**src/rtl/keypad_scanner.sv**
```systemverilog
// ---------------------------------------------------------------------------
// keypad_scanner
//
// Scans a 4x4 matrix keypad by driving one column low at a time. It samples
// the (synchronized) row lines once per column and then classifies each full
// 16-key scan as no key, exactly one key, or several keys. It debounces press
// and release over whole scans before reporting a key.
//
// Parameters:
//   SCAN_TICKS     - clock cycles each column is driven (>= 4)
//   DEBOUNCE_SCANS - consecutive matching scans needed to accept a press
//                    or a release (>= 1)
//
// Ports:
//   clk       in   single clock, rising edge
//   rst       in   asynchronous active-high reset
//   key_r     in   [3:0] row sense lines, active-low, asynchronous to clk
//   key_c     out  [3:0] column drive, active-low one-hot, registered
//   key_code  out  [3:0] last accepted key, col*4 + row
//   key_valid out  one-cycle pulse on each newly accepted press
//   key_held  out  high from accepted press until accepted release
// ---------------------------------------------------------------------------
module keypad_scanner #(
    parameter int SCAN_TICKS     = 1024,
    parameter int DEBOUNCE_SCANS = 4
) (
    input  logic       clk,
    input  logic       rst,
    input  logic [3:0] key_r,
    output logic [3:0] key_c,
    output logic [3:0] key_code,
    output logic       key_valid,
    output logic       key_held
);

    localparam int TW = $clog2(SCAN_TICKS);
    localparam int CW = $clog2(DEBOUNCE_SCANS + 1);
    localparam logic [TW-1:0] TICK_LAST = TW'(SCAN_TICKS - 1);
    localparam logic [CW-1:0] COUNT_MAX = CW'(DEBOUNCE_SCANS);

    typedef enum logic [1:0] {
        SCAN_NONE,
        SCAN_SINGLE,
        SCAN_MULTI
    } scan_kind_t;

    typedef enum logic [1:0] {
        IDLE,
        PRESS_DB,
        HELD,
        RELEASE_DB
    } state_t;

    logic [3:0]    row_meta;
    logic [3:0]    row_sync;
    logic [TW-1:0] tick;
    logic [1:0]    col;
    logic [11:0]   scan_buf;
    logic [15:0]   full_scan;
    logic [1:0]    hits;
    logic [3:0]    hit_key;
    scan_kind_t    scan_class;

    logic          scan_done;
    scan_kind_t    scan_kind;
    logic [3:0]    scan_key;

    state_t        state;
    logic [CW-1:0] count;
    logic [CW-1:0] next_count;
    logic [3:0]    candidate;
    logic          is_single;
    logic          held_match;

    // The idle rows read high, so the synchronizer resets to "no key".
    always_ff @(posedge clk or posedge rst) begin
        if (rst) begin
            row_meta <= 4'b1111;
            row_sync <= 4'b1111;
        end else begin
            row_meta <= key_r;
            row_sync <= row_meta;
        end
    end

    // Columns 0..2 come from the buffer. Column 3 is taken live from the
    // synchronizer, so the scan is classified on the column-3 sample cycle.
    assign full_scan = {~row_sync, scan_buf};

    always_comb begin
        hits    = 2'd0;
        hit_key = 4'd0;
        for (int i = 0; i < 16; i++) begin
            if (full_scan[i]) begin
                if (hits != 2'd2) begin
                    hits = hits + 2'd1;
                end
                hit_key = 4'(i);
            end
        end
        case (hits)
            2'd0:    scan_class = SCAN_NONE;
            2'd1:    scan_class = SCAN_SINGLE;
            default: scan_class = SCAN_MULTI;
        endcase
    end

    // The column advance and the row sample happen on the same last tick.
    // By that tick the current column has been driven long enough for the
    // lines and the synchronizer to settle.
    always_ff @(posedge clk or posedge rst) begin
        if (rst) begin
            tick      <= '0;
            col       <= 2'd0;
            key_c     <= 4'b1110;
            scan_buf  <= '0;
            scan_done <= 1'b0;
            scan_kind <= SCAN_NONE;
            scan_key  <= 4'd0;
        end else begin
            scan_done <= 1'b0;
            if (tick == TICK_LAST) begin
                tick  <= '0;
                col   <= col + 2'd1;
                key_c <= ~(4'b0001 << (col + 2'd1));
                case (col)
                    2'd0: scan_buf[3:0]  <= ~row_sync;
                    2'd1: scan_buf[7:4]  <= ~row_sync;
                    2'd2: scan_buf[11:8] <= ~row_sync;
                    default: begin
                        scan_done <= 1'b1;
                        scan_kind <= scan_class;
                        scan_key  <= hit_key;
                    end
                endcase
            end else begin
                tick <= tick + TW'(1);
            end
        end
    end

    function automatic logic [CW-1:0] sat_inc(input logic [CW-1:0] c);
        if (c >= COUNT_MAX) begin
            return COUNT_MAX;
        end
        return c + CW'(1);
    endfunction

    assign next_count = sat_inc(count);
    assign is_single  = (scan_kind == SCAN_SINGLE);
    assign held_match = is_single && (scan_key == key_code);

    // The debounce FSM advances once per completed scan. The release path
    // compares against key_code, which always holds the currently held key.
    always_ff @(posedge clk or posedge rst) begin
        if (rst) begin
            state     <= IDLE;
            count     <= '0;
            candidate <= 4'd0;
            key_code  <= 4'd0;
            key_valid <= 1'b0;
            key_held  <= 1'b0;
        end else begin
            key_valid <= 1'b0;
            if (scan_done) begin
                case (state)
                    IDLE: begin
                        if (is_single) begin
                            candidate <= scan_key;
                            count     <= CW'(1);
                            if (DEBOUNCE_SCANS == 1) begin
                                state     <= HELD;
                                key_code  <= scan_key;
                                key_held  <= 1'b1;
                                key_valid <= 1'b1;
                            end else begin
                                state <= PRESS_DB;
                            end
                        end
                    end
                    PRESS_DB: begin
                        if (is_single && (scan_key == candidate)) begin
                            count <= next_count;
                            if (next_count == COUNT_MAX) begin
                                state     <= HELD;
                                key_code  <= candidate;
                                key_held  <= 1'b1;
                                key_valid <= 1'b1;
                            end
                        end else if (is_single) begin
                            candidate <= scan_key;
                            count     <= CW'(1);
                        end else begin
                            state <= IDLE;
                            count <= '0;
                        end
                    end
                    HELD: begin
                        if (!held_match) begin
                            count <= CW'(1);
                            if (DEBOUNCE_SCANS == 1) begin
                                state    <= IDLE;
                                key_held <= 1'b0;
                            end else begin
                                state <= RELEASE_DB;
                            end
                        end
                    end
                    RELEASE_DB: begin
                        if (held_match) begin
                            state <= HELD;
                            count <= '0;
                        end else begin
                            count <= next_count;
                            if (next_count == COUNT_MAX) begin
                                state    <= IDLE;
                                key_held <= 1'b0;
                            end
                        end
                    end
                    default: begin
                        state <= IDLE;
                        count <= '0;
                    end
                endcase
            end
        end
    end

endmodule

```
**config.mk**
```make
export PLATFORM = sky130hd
export DESIGN_NAME = keypad_scanner
export DESIGN_NICKNAME = d
export VERILOG_FILES = /design/src/rtl/keypad_scanner.sv
export SDC_FILE = /design/constraint.sdc
export NUM_CORES = 1
export LEC_CHECK = 0
export CAP_MARGIN = 40
export CORE_MARGIN = 2
export CORE_UTILIZATION = 56
export DETAILED_ROUTE_END_ITERATION = 10
export GPL_ROUTABILITY_DRIVEN = 0
export PLACE_DENSITY_LB_ADDON = 0.2
export SETUP_SLACK_MARGIN = 0.05
export SLEW_MARGIN = 20
export SYNTH_ARGS = -nofsm -noshare
export SYNTH_HDL_FRONTEND = slang
export SYNTH_SLANG_ARGS = --single-unit
```
**constraint.sdc**
```tcl
create_clock -name clk -period 5.56 [get_ports clk]
set_input_delay 0.556 -clock clk [delete_from_list [all_inputs] [get_ports clk]]
set_output_delay 0.556 -clock clk [all_outputs]
set_load 0.02 [all_outputs]
```
# Yosys cells after proc, flatten, opt, wreduce, memory -nomap -nowiden
# Cells that the tools add are included.
totals:
  in_bits: 6
  mem_count: 0
  regBits: 58
  latchBits: 0
  mem_bits_rw: 0
  rom_bits: 0
op_classes:
  eq_ne: 36
  n_mux: 79
  div_mod_pow: 0
  n_shift: 1
  order_cmp: 1
  addsub: 18
  bitwise: 3
  mul: 0
  reduce_logical: 17
ops:
  columns: ["cell", "count"]
  rows:
  - ["2-to-1 mux 2 bit", 37]
  - ["2-to-1 mux 4 bit", 16]
  - ["!= test 2 bit (second input constant)", 22]
  - ["adder 2 x 1 -> 2 bit (second input constant)", 16]
  - ["2-to-1 mux 3 bit", 6]
  - ["2-to-1 mux 1 bit", 14]
  - ["case mux 3 bit (4 select lines)", 1]
  - ["AND reduction 6 bit", 2]
  - ["adder 10 x 1 -> 10 bit (second input constant)", 1]
  - ["== test 10 bit (second input constant)", 1]
  - ["2-to-1 mux 10 bit", 1]
  - ["!= test 3 bit (second input constant)", 3]
  - ["== test 2 x 1 -> 1 bit (second input constant)", 4]
  - ["== test 4 bit", 2]
  - ["NOT 4 bit", 2]
  - ["case mux 2 bit (4 select lines)", 1]
  - ["case mux 4 bit (2 select lines)", 1]
  - ["AND reduction 2 bit", 4]
  - ["== test 2 bit (second input constant)", 3]
  - ["logical NOT 2 bit", 3]
  - ["AND reduction 3 bit", 2]
  - ["case mux 2 bit (2 select lines)", 1]
  - ["AND reduction 4 bit", 1]
  - ["nonzero test 2 bit", 2]
  - ["8 further kinds", 9]

# Depth between registers and ports, before layout
depth:
  word_depth: 48
  ltp_mapped: 25
  depth_no_buf: 23

# Worst setup path after synthesis
# No wires, ideal clock.
synth_path:
  path_type: "reg2reg"
  start: "reg scan_buf[0]"
  end: "reg scan_kind[1]"
  path_stages_with_launch: 25
  setup_time_ns: 0.121
  n_path_buf: 2
  path_slack_ns: 0.115
  t_arrival_ns: 5.324
  cell_sequence: "dfrtp_1 inv_1 ha_1 buf_6 nor3b_1 a311o_2 xnor2_1 a21o_1 or3_1 a31o_1 buf_6 a32o_2 or4_4 a21oi_4 or2_2 nor3_2 o21ai_2 nand3_2 mux2i_1 or3_4 and3b_1 a21oi_1 ha_1 nor2b_1 o22a_1"
synth_between:
  elab_chain_cells: 48
  elab_cells_between_ends: 64
synth_lines:
  columns: ["item", "line_no", "source"]
  rows:
  - ["from (decl)", "58", "logic [11:0] scan_buf;"]
  - ["from (signal assigned)", "127", "2'd0: scan_buf[3:0] <= ~row_sync;"]
  - ["2-to-1 mux 1 bit *", "94", "if (full_scan[i]) begin"]
  - ["adder 2 x 1 -> 2 bit / != test 2 bit (equally long branches)", "96, 95", null]
  - ["2-to-1 mux 2 bit", "95", "if (hits != 2'd2) begin"]
  - ["2-to-1 mux 2 bit *", "94", null]
  - ["adder 2 x 1 -> 2 bit / != test 2 bit (equally long branches)", "96, 95", null]
  - ["2-to-1 mux 2 bit", "95", null]
  - ["2-to-1 mux 2 bit *", "94", null]
  - ["adder 2 x 1 -> 2 bit / != test 2 bit (equally long branches)", "96, 95", null]
  - ["[32 not listed]", null, null]
  - ["adder 2 x 1 -> 2 bit / != test 2 bit (equally long branches)", "96, 95", null]
  - ["2-to-1 mux 2 bit", "95", null]
  - ["2-to-1 mux 2 bit *", "94", null]
  - ["adder 2 x 1 -> 2 bit / != test 2 bit (equally long branches)", "96, 95", null]
  - ["2-to-1 mux 2 bit", "95", null]
  - ["2-to-1 mux 2 bit *", "94", null]
  - ["== test 2 x 1 -> 1 bit / logical NOT 2 bit (equally long branches)", "101", "case (hits)"]
  - ["case mux 2 bit (2 select lines) *", "101", null]
  - ["to (signal assigned)", "132", "scan_kind <= scan_class;"]
  - ["to (decl)", "65", "scan_kind_t scan_kind;"]
# Mark *: on every way between the ends. The rest lies on a longest branch, timed or not.
# A chain may end at the register's enable or synchronous reset.

# Final worst setup path
layout_path:
  start: "reg scan_buf[1]"
  end: "reg scan_kind[0]"
layout_between:
  elab_chain_cells: 45
  elab_cells_between_ends: 60
layout_lines:
  columns: ["item", "line_no"]
  rows:
  - ["2-to-1 mux 2 bit *", "94"]
  - ["adder 2 x 1 -> 2 bit / != test 2 bit (equally long branches)", "96, 95"]
  - ["2-to-1 mux 2 bit", "95"]
  - ["2-to-1 mux 2 bit *", "94"]
  - ["adder 2 x 1 -> 2 bit / != test 2 bit (equally long branches)", "96, 95"]
  - ["2-to-1 mux 2 bit", "95"]
  - ["2-to-1 mux 2 bit *", "94"]
  - ["adder 2 x 1 -> 2 bit / != test 2 bit (equally long branches)", "96, 95"]
  - ["[29 not listed]", null]
  - ["adder 2 x 1 -> 2 bit / != test 2 bit (equally long branches)", "96, 95"]
  - ["2-to-1 mux 2 bit", "95"]
  - ["2-to-1 mux 2 bit *", "94"]
  - ["adder 2 x 1 -> 2 bit / != test 2 bit (equally long branches)", "96, 95"]
  - ["2-to-1 mux 2 bit", "95"]
  - ["2-to-1 mux 2 bit *", "94"]
  - ["== test 2 x 1 -> 1 bit / logical NOT 2 bit (equally long branches)", "101"]
  - ["case mux 2 bit (2 select lines) *", "101"]
# Marks and branches as above.

==> impl_metrics.py <==
metrics = {
    "route": {
        "drtIter0Drc": 240,
        "finalWirelength_um": 9770,
        "ant_nets": 0,
        "post_drt_wl_per_cell_um": 16.1,
        "dr.pass1.iters": 4,
        "drc": 0,
        "vias": 3622,
        "vias_per_cell": 5.99,
    },
    "yosys": {
        "ys.flop_type": "dfrtp_1",
        "ys_ff_latch": 58,
        "synth_fp_nets": 469,
        "ys_seq_area_frac": 0.357,
        "synth_edf_count": 0,
        "synth.cell_area_um2": 4100,
        "syn-instance-count": 449,
        "synth_area_per_cell_um2": 9.13,
        "async_flop_share": 1.00,
        "yosysUniqueCellTypes": 90,
        "yosys_warnings": 0,
    },
    "pwr": {
        "p_leak_uw": 0.00223,
        "powerDensity_nw_per_um2": 178,
        "ir_worst_vdd_mv": 0.177,
    },
    "global_routing": {
        "gr-total-overflow": 0,
        "use_met1": 0.322,
        "grt_pass1_wl_um": 15000,
        "grt_usage": 0.237,
        "grt_max_degree": 59,
        "antenna_found_initial": 0,
        "grt_util_met3": 0.0594,
        "met2_usage": 0.374,
        "grt_pass1_vias": 3217,
        "grt_busiest_layer": "met2",
    },
    "sta": {
        "rsz0062_at_grt": "true",
        "slew_viol_final": 0,
        "finalCritPeriodShare": 1.00,
        "slew_headroom": 0.533,
        "hold_viol": 0,
        "period_needed_ns": 5.56,
        "whs_ns": 0.359,
        "finalClockSkew_ns": 0.00552,
        "tightest_slew_ns": 0.700,
        "fmax_ghz": 0.180,
        "finalSetupViolations": 1,
        "fin_ws_ns": -0.00205,
    },
    "placed_design": {
        "place_ws_ns": -0.0391,
        "port_buffers": 15,
        "place_area_um2": 4440,
        "place.detailed.hpwl_um": 6250,
    },
    "final_layout": {
        "fin_area_um2": 5240,
        "area_growth_pct": 27.7,
        "drive_above_1_share": 0.336,
        "post-route-util": 0.730,
        "final_common_cell": "nand2_1",
        "finish.net_count": 521,
        "layout_common_cells": "nand2_1, dfrtp_1, buf_4",
        "antenna_cells": 0,
    },
    "outcome": {
        "violations": "setup timing",
        "status": "complete, but fails checks",
    },
    "floorplanning": {
        "rows": 31,
        "fp.dieH_um": 89.6,
        "pin_count": 16,
        "die_x_um": 89.6,
        "start_util": 0.572,
        "core_area_um2": 7180,
        "die_area_um2": 8020,
    },
    "setup_path": {
        "critPathMaxFanout": 8,
        "crit_path_end_kind": "flop",
        "cp.arrival_ns": 5.82,
        "worstPathRequired_ns": 5.82,
        "ff2ff_setup_slack_ns": -0.002,
        "setup.worst_path.class": "reg2reg",
        "start_kind": "flop",
    },
    "clock_tree": {
        "cts.sinks": 58,
        "clk_latency_ns": 0.34,
        "cts_root_buffer": "clkbuf_8",
        "cts_tree": "done",
        "clkTransAtPathRegs_ns": 0.06,
        "htree_levels": 3,
        "numCtsBuffers": 9,
        "cts_max_path_buffers": 2,
    },
    "run": {
        "drv_cap": 0,
    },
    "hold_path": {
        "holdCritPathClass": "reg2reg",
    },
}
## critical path, cell delays in order, from the launching register on
cell and delay (ns):
dfrtp_1 0.39, inv_2 0.08, ha_4 0.23, or4b_4 0.55, o211ai_1 0.13, o32ai_2 0.15, buf_4 0.20, or3_4 0.34
a31o_4 0.27, a32o_2 0.28, or4_4 0.52, a21oi_4 0.18, buf_6 0.13, nor2_2 0.06, a21boi_4 0.22, o21ai_2 0.10
buf_4 0.17, a21bo_2 0.19, a211oi_2 0.26, nor2_1 0.08, xnor2_1 0.20, ha_1 0.31, nor3b_2 0.28, a211oi_2 0.06
o21ai_1 0.12
## metrics by stage
step | total power (µW) | setup TNS, ns | instances
after global placement | 470 | 0 | 566
after CTS | 937 | 0 | 591
final | 931 | -0.00205 | 605
after detailed placement | 471 | -0.0641 | 566
after floorplan | 460 | 0 | 449
after global routing | 966 | -0.335 | 605
## report_power, final
group          switching [µW]  internal (µW)
Clock                     161            302
Sequential               6.25            428
Combinational            19.8           13.8
## registers in the layout (all words and copies together), names as in the netlist, 3 cells and up
register	count
scan_buf	12
tick	10
candidate	4
key_c	4
key_code	4
row_meta	4
row_sync	4
scan_key	4
count	3
## logic make-up after synthesis
logic type,synth area share
simple gates,0.211
fa+ha+maj,0.0427
xor+xnor,0.0677
buf+inv,0.0455
flops,0.357
compound gates,0.247
mux,0.0293
## metal layers
layer	wire length (µm)	part of all wire
met2	4890	0.50
met3	374	0.038
met5	0	0
met1	4250	0.43
met4	250	0.026
## Yosys cell counts, drive strengths merged (3+ instances only)
| master | number | share of area |
|---|---|---|
| mux2 | 8 | 0.022 |
| dfstp | 11 | 0.070 |
| a311oi | 3 | 0.0064 |
| a21oi | 19 | 0.027 |
| ha | 14 | 0.043 |
| mux2i | 3 | 0.0073 |
| inv | 21 | 0.019 |
| xor2 | 11 | 0.023 |
| o221ai | 3 | 0.0079 |
| nand3 | 17 | 0.024 |
| dfrtp | 47 | 0.29 |
| or4 | 4 | 0.0092 |
| a21o | 5 | 0.0092 |
| nand2b | 4 | 0.0061 |
| buf | 7 | 0.014 |
| o31ai | 6 | 0.012 |
| or3 | 4 | 0.0073 |
| a31oi | 9 | 0.017 |
| nor2b | 8 | 0.012 |
| nor3 | 6 | 0.0098 |
| a32o | 3 | 0.0076 |
| clkbuf | 13 | 0.012 |
| o22ai | 5 | 0.0076 |
| o21ai | 38 | 0.047 |
| and3 | 8 | 0.012 |
| o211ai | 7 | 0.015 |
| or2 | 4 | 0.0061 |
| xnor2 | 19 | 0.044 |
| a211oi | 6 | 0.012 |
| o32ai | 3 | 0.010 |
| and2 | 6 | 0.0092 |
| o2111ai | 3 | 0.0079 |
| nor2 | 24 | 0.023 |
| nand2 | 57 | 0.052 |
## area by class of cell
cell class	count	area [µm²]
flip-flops and latches	58	1470
clock inverters	3	68.8
well taps	99	124
inverters	21	78.8
clock buffers	13	179
repair buffers	61	507
fillers	509	1940
multi-input cells	350	2810
## repair_timing
| action | in CTS | in global routing |
|---|---|---|
| hold buffers | 0 | 0 |
| gates cloned | 0 | 0 |
| gates resized for setup | 20 | 53 |
| pin swaps | 11 | 35 |
| setup buffers | 9 | 14 |
| setup endpoints to repair | 2 | 2 |
## path summary, 6_finish.rpt
path | cells past startpoint | start | end
setup reg to reg | 24 | scan_buf[1] | scan_kind[0]
max in group asynchronous | 3 | rst | scan_buf[2]
hold reg to reg | 0 | row_meta[3] | row_sync[3]
min in group asynchronous | 3 | rst | col[1]
hold / removal | 0 | row_meta[3] | row_sync[3]
setup / recovery | 24 | scan_buf[1] | scan_kind[0]
Power figures use the tool's default switching activity.
